### src/rtl/clockworks_pkg.sv
`default_nettype none
// ============================================================================
// Module      : clockworks_pkg
// Description : Shared defaults and counter-width helper for the clockworks
//               slow-clock / reset generator. Optional debounce is selected
//               with the macro CLOCKWORKS_DEBOUNCE_EN.
// Revision    : 1.0 - initial release
// ============================================================================
package clockworks_pkg;

  // Default divider exponent: slow period = 2^(SLOW+1) clk cycles.
  localparam int SLOW_DEFAULT            = 22;
  // Default number of slow_clk falls that slow_rst_n is held after release.
  localparam int RST_HOLD_DEFAULT        = 4;
  // Default number of stable clk cycles before a button change is accepted.
  localparam int DEBOUNCE_CYCLES_DEFAULT = 65536;

  // Bits needed to hold any value 0..max_val (never less than one bit).
  function automatic int cnt_width(input int max_val);
    return (max_val < 2) ? 1 : $clog2(max_val + 1);
  endfunction

endpackage : clockworks_pkg
`default_nettype wire

### src/rtl/clockworks_debounce.sv
`default_nettype none
// ============================================================================
// Module      : clockworks_debounce
// Description : Two-flop synchronizer for the raw push button, followed by an
//               optional stability filter enabled by CLOCKWORKS_DEBOUNCE_EN.
//               Without the macro the synchronizer output is used directly.
// Revision    : 1.0 - initial release
// ============================================================================
module clockworks_debounce
  import clockworks_pkg::*;
#(
  parameter int DEBOUNCE_CYCLES = DEBOUNCE_CYCLES_DEFAULT
) (
  input  logic clk,
  input  logic rst_n,
  input  logic btn_i,
  output logic btn_clean_o
);

  logic [1:0] sync_q;
  logic [1:0] sync_d;

  // Shift the asynchronous button into the clk domain.
  always_comb begin
    sync_d = {sync_q[0], btn_i};
  end

  // Synchronizer flops, cleared by the board reset.
  always_ff @(posedge clk) begin
    if (!rst_n) begin
      sync_q <= '0;
    end else begin
      sync_q <= sync_d;
    end
  end

`ifdef CLOCKWORKS_DEBOUNCE_EN
  // The counter runs 0..DEBOUNCE_CYCLES-1 while the synchronized level
  // disagrees with the accepted level; the last count accepts the new level.
  localparam int                DB_W    = cnt_width(DEBOUNCE_CYCLES - 1);
  localparam logic [DB_W-1:0]   DB_LAST = DB_W'(DEBOUNCE_CYCLES - 1);

  logic [DB_W-1:0] db_cnt_q;
  logic [DB_W-1:0] db_cnt_d;
  logic            clean_q;
  logic            clean_d;

  // Any cycle of agreement throws away the partial count, so short glitches
  // never accumulate towards a change.
  always_comb begin
    db_cnt_d = '0;
    clean_d  = clean_q;
    if (sync_q[1] != clean_q) begin
      if (db_cnt_q == DB_LAST) begin
        clean_d = sync_q[1];
      end else begin
        db_cnt_d = db_cnt_q + DB_W'(1);
      end
    end
  end

  // Debounce state registers.
  always_ff @(posedge clk) begin
    if (!rst_n) begin
      db_cnt_q <= '0;
      clean_q  <= 1'b0;
    end else begin
      db_cnt_q <= db_cnt_d;
      clean_q  <= clean_d;
    end
  end

  assign btn_clean_o = clean_q;
`else
  assign btn_clean_o = sync_q[1];
`endif

endmodule : clockworks_debounce
`default_nettype wire

### src/rtl/clockworks.sv
`default_nettype none
// ============================================================================
// Module      : clockworks
// Description : Divides clk into slow_clk, emits a tick one clk cycle before
//               every slow_clk rise, and sequences an active-low reset for
//               the slow domain that releases on a slow_clk falling edge.
//               The button path is debounced when CLOCKWORKS_DEBOUNCE_EN is
//               defined.
// Revision    : 1.0 - initial release
// ============================================================================
module clockworks
  import clockworks_pkg::*;
#(
  parameter int SLOW            = SLOW_DEFAULT,
  parameter int RST_HOLD        = RST_HOLD_DEFAULT,
  parameter int DEBOUNCE_CYCLES = DEBOUNCE_CYCLES_DEFAULT
) (
  input  logic clk,
  input  logic rst_n,
  input  logic btn,
  output logic slow_clk,
  output logic slow_rst_n,
  output logic tick
);

  localparam int                  CNT_W     = SLOW + 1;
  localparam int                  HOLD_W    = cnt_width(RST_HOLD);
  // Count just before the MSB rises: 2^SLOW - 1.
  localparam logic [CNT_W-1:0]    TICK_VAL  = CNT_W'((64'd1 << SLOW) - 64'd1);
  // Count just before the MSB falls: all ones.
  localparam logic [CNT_W-1:0]    FALL_VAL  = '1;
  localparam logic [HOLD_W-1:0]   HOLD_LAST = HOLD_W'(RST_HOLD);

  logic [CNT_W-1:0]  cnt_q;
  logic [CNT_W-1:0]  cnt_d;
  logic [HOLD_W-1:0] hold_q;
  logic [HOLD_W-1:0] hold_d;
  logic              srst_n_q;
  logic              srst_n_d;
  logic              btn_clean;
  logic              rst_req;
  logic              fall_evt;

  clockworks_debounce #(
    .DEBOUNCE_CYCLES (DEBOUNCE_CYCLES)
  ) u_debounce (
    .clk         (clk),
    .rst_n       (rst_n),
    .btn_i       (btn),
    .btn_clean_o (btn_clean)
  );

  // Free-running divider; wraps naturally from all-ones to zero.
  always_comb begin
    cnt_d = cnt_q + CNT_W'(1);
  end

  // Divider register; only the board reset clears it, never the button.
  always_ff @(posedge clk) begin
    if (!rst_n) begin
      cnt_q <= '0;
    end else begin
      cnt_q <= cnt_d;
    end
  end

  assign rst_req  = !rst_n || btn_clean;
  assign fall_evt = (cnt_q == FALL_VAL);

  // Hold sequencer: any request clears the count; after release each slow
  // fall advances it, and reaching RST_HOLD lets slow_rst_n rise on the same
  // edge that drops slow_clk. The count then saturates.
  always_comb begin
    hold_d   = hold_q;
    srst_n_d = srst_n_q;
    if (rst_req) begin
      hold_d   = '0;
      srst_n_d = 1'b0;
    end else if (fall_evt && (hold_q != HOLD_LAST)) begin
      hold_d = hold_q + HOLD_W'(1);
      if (hold_d == HOLD_LAST) begin
        srst_n_d = 1'b1;
      end
    end
  end

  // Hold counter and registered slow-domain reset.
  always_ff @(posedge clk) begin
    if (!rst_n) begin
      hold_q   <= '0;
      srst_n_q <= 1'b0;
    end else begin
      hold_q   <= hold_d;
      srst_n_q <= srst_n_d;
    end
  end

  // slow_clk is a bare register bit so it stays glitch-free.
  assign slow_clk   = cnt_q[SLOW];
  assign slow_rst_n = srst_n_q;
  // Gating with rst_n keeps tick quiet for the whole reset, even when SLOW=0.
  assign tick       = rst_n && (cnt_q == TICK_VAL);

endmodule : clockworks
`default_nettype wire

### config.mk
export PLATFORM = sky130hd
export DESIGN_NAME = clockworks
export DESIGN_NICKNAME = d
export VERILOG_FILES = /design/src/rtl/clockworks_pkg.sv /design/src/rtl/clockworks_debounce.sv /design/src/rtl/clockworks.sv
export SDC_FILE = /design/constraint.sdc
export NUM_CORES = 1
export LEC_CHECK = 0
export ABC_AREA = 0
export BUFFER_PORTS_ARGS = -buffer_cell sky130_fd_sc_hd__buf_2
export CAP_MARGIN = 10
export CORE_ASPECT_RATIO = 0.7
export CORE_MARGIN = 3
export CORE_UTILIZATION = 40
export CTS_CLUSTER_DIAMETER = 40
export DETAILED_ROUTE_END_ITERATION = 16
export PLACE_DENSITY = 0.54
export SYNTH_ARGS = -nofsm -noshare
export SYNTH_HDL_FRONTEND = slang
export SYNTH_SLANG_ARGS = --single-unit
### constraint.sdc
create_clock -name clk -period 4.9 [get_ports clk]
set_input_delay 0.245 -clock clk [delete_from_list [all_inputs] [get_ports clk]]
set_output_delay 0.245 -clock clk [all_outputs]
set_load 0.02 [all_outputs]
==> results by group <==
Critical path
  – Critical path capture point type: output pin
  – Worst Path Class, Setup: reg2out
  – Crit path max fanout: 5
  – Data arrival, critical path: 1.89 ns
  – Startpoint types: flip-flop
  – CP required: 4.66 ns

Outcome
  – Status: finished, final reports clean

Yosys
  – Post-synth EDFFs: 0
  – Main combinational cell family by area after synthesis: simple AND/OR/NAND/NOR gates
  – Post-synth ARST share: 0%
  – Synthesized cell area: 0.00133 mm^2
  – Syn Area/Cell: 9.00 um^2
  – Post-synth cell types: 24
  – Post-Synth XOR/XNOR Area: 9.20%
  – Register bit total from synthesis: 29
  – Register area share after synthesis: 43.6%
  – Yosys top cell area share: 43.6%
  – Simple-Gate Fraction of Synth Area: 32.8%
  – Post-synthesis mux area share: 2.25%
  – Syn Inst Count: 148
  – Area contributors post-synth: dfxtp_1 (44%), nand4_4 (4.8%), xnor2_1 (4.6%)
  – Ys Warns: 0
  – Synth area leader: dfxtp_1
  – Post-Syn Nets: 155
  – Adder-cell share of the synthesized area: 3.76%
  – Post-synthesis compound-gate area fraction: 6.20%
  – Count leader, synth: dfxtp_1
  – Synth cell count leaders: dfxtp_1 (29), nand2_1 (16), nor2_1 (15)
  – Main flop type after synthesis: dfxtp_1

Drt
  – First drt pass iteration count: 4
  – Vias per std cell: 5.28
  – DR iter-0 viols: 98
  – DR vias: 1,030
  – # DRC: 0
  – Overall routed net length: 2500 um
  – Number of routed nets with antenna violations: 0
  – Post-DR wirelength/cell: 12.8 um

Global route
  – Congestion Overflow GR: 0
  – First-pass GRT wire length: 4390 um
  – Vias in the first global route: 916
  – Largest net degree at the start of global routing: 24
  – Antenna violations before repair: 0
  – GRT Resource Usage Total: 14.9%

STA
  – Peak Freq: 0.468 GHz
  – Setup TNS Final: 0 ns
  – Final hold violations: 0
  – RSZ-0062 raised after global routing: false
  – Slew Limit Headroom: 51.6%
  – Finish-stage setup viols: 0
  – Max Slew Vio Count: 0
  – Fin crit period: 2.14 ns
  – Worst-Margin Slew: 0.725 ns
  – Period utilization: 43.6%
  – Skew final: 0.00850 ns

Clock network
  – CTS H-tree lvls: 2
  – Worst-path clk slew: 0.06 ns
  – Max clock buf depth: 2
  – Post-CTS Resized: 0
  – CTS Buf Count: 5
  – Hold_buf cts: 0
  – Setup Fix Bufs, Post-CTS: 0
  – Sinks on the clock net: 29
  – Clk Latency, worst-skew pair: 0.28 ns
  – Root buffer cell: clkbuf_8
  – Clock tree from TritonCTS: yes

Pwr
  – Pleak: 0.579 nW
  – Pwr dens: 313 mW/mm^2
  – Int Pwr: 0.369 mW
  – Clock Power Share: 46.3%
  – Sw Share: 21.3%
  – NetSw: 0.0997 mW
  – Combinational group share of total power: 2.1%
  – Peak supply drop: 216 uV
  – Seq pwr share: 51.6%

Floorplanning
  – Die footprint: 0.00407 mm^2
  – DIE HEIGHT: 54.3 um
  – I/O pins: 6
  – Initial Utilization: 44.7%
  – Core Region: 0.00298 mm^2
  – Cell Rows: 16
  – Die X: 75.0 um

Final layout
  – Filler cell count: 279
  – FF+latch area: 581 um^2
  – Ant. Diodes: 0
  – NumNets Final: 165
  – Layout cell share with drive strength beyond 1: 11.9%
  – Area Overhead vs Synth: 12.3%
  – Multi-input gate area: 722 um^2
  – Final Util: 50.2%

Place
  – Hpwl dp: 1780 um
  – Placer Congestion: 0.726
  – Number of port buffers: 5

Worst hold path
  – Min-delay worst type: in2reg

Run
  – MaxCap Viol Count: 0
[kinds of logic (layout without fill, tap and decap cells)]
family          count (synthesis)  count (layout)
simple gates                   74              74
compound gates                 16              16
fa+ha+maj                       4               4
mux                             3               3
flops                          29              29
buf+inv                         8              19
xor+xnor                       14              14
[metal layers]
| layer | global-route usage (%) | up-vias | wire length, um |
|---|---|---|---|
| met3 | 5.50 | 5 | 125 |
| li1 | - | 538 | - |
| met4 | 6.21 | 0 | 31 |
| met5 | 0 | - | 0 |
| met1 | 22.1 | 469 | 1430 |
| met2 | 18.6 | 18 | 913 |
[power groups by stage]
stage	sequential [mW]	combinational (mW)	clock, mW
final	0.242	0.00992	0.217
after global routing	0.242	0.0114	0.235
after CTS	0.241	0.00997	0.224
after detailed placement	0.247	0.0100	0
after global placement	0.246	0.00963	0
after floorplan	0.246	0.00698	0
[path summary, 6_finish.rpt]
| path | from | to | cells after the start | slack (ns) |
|---|---|---|---|---|
| worst max-delay path | cnt_q[0] | tick | 5 | 2.76 |
| worst min-delay path | btn | u_debounce.sync_q[0] | 2 | 0.17 |
| worst max register to register | cnt_q[0] | cnt_q[18] | 5 | 2.99 |
| worst min register to register | u_debounce.sync_q[0] | u_debounce.sync_q[1] | 1 | 0.45 |
[area by class of cell]
type / count / area share, %
tap: 36 / 3.01
multi-input combinational: 111 / 48.2
clock inverter: 1 / 0.334
timing repair buffer: 5 / 1.67
clock buffer: 7 / 6.44
sequential: 29 / 38.8
inverter: 6 / 1.51
[flip-flops by register name (all words and copies together) (netlist names)]
name / flops
cnt_q: 23
hold_q: 3
slow_rst_n: 1
u_debounce.sync_q: 2
[per-stage QoR]
stage / hold WS, ns / setup slack, ns / instances / power, mW / instance area, um^2
2_1_floorplan: 0.367 / 3.17 / 148 / 0.253 / 1330
3_3_place_gp: 0.418 / 3.02 / 187 / 0.256 / 1400
3_5_place_dp: 0.433 / 3.00 / 187 / 0.257 / 1400
4_1_cts: 0.160 / 2.75 / 195 / 0.475 / 1500
5_1_grt: 0.160 / 2.57 / 195 / 0.489 / 1500
6_report: 0.173 / 2.76 / 195 / 0.469 / 1500
[critical path, cell delays in order, from the launching register on]
cell and delay [ns]:
dfxtp_1 0.39, ha_1 0.23, nand3_1 0.17, nor3_1 0.38, and4b_1 0.27, buf_2 0.17
[placed cells by master, fill, tap and decap left out, types with 3 or more instances in the layout]
| cell type | synthesis | routed |
|---|---|---|
| a21oi_1 | 8 | 8 |
| and2_1 | 4 | 4 |
| and4_1 | 3 | 3 |
| buf_2 | 0 | 5 |
| clkbuf_8 | 0 | 7 |
| dfxtp_1 | 29 | 29 |
| ha_1 | 4 | 4 |
| inv_1 | 6 | 6 |
| mux2i_1 | 3 | 3 |
| nand2_1 | 16 | 16 |
| nand3_1 | 11 | 11 |
| nand4_1 | 5 | 5 |
| nand4_4 | 3 | 3 |
| nor2_1 | 15 | 15 |
| nor4_1 | 5 | 5 |
| o21ai_0 | 7 | 7 |
| or3_1 | 6 | 6 |
| xnor2_1 | 7 | 7 |
| xor2_1 | 7 | 7 |
Power figures use the tool's default switching activity.
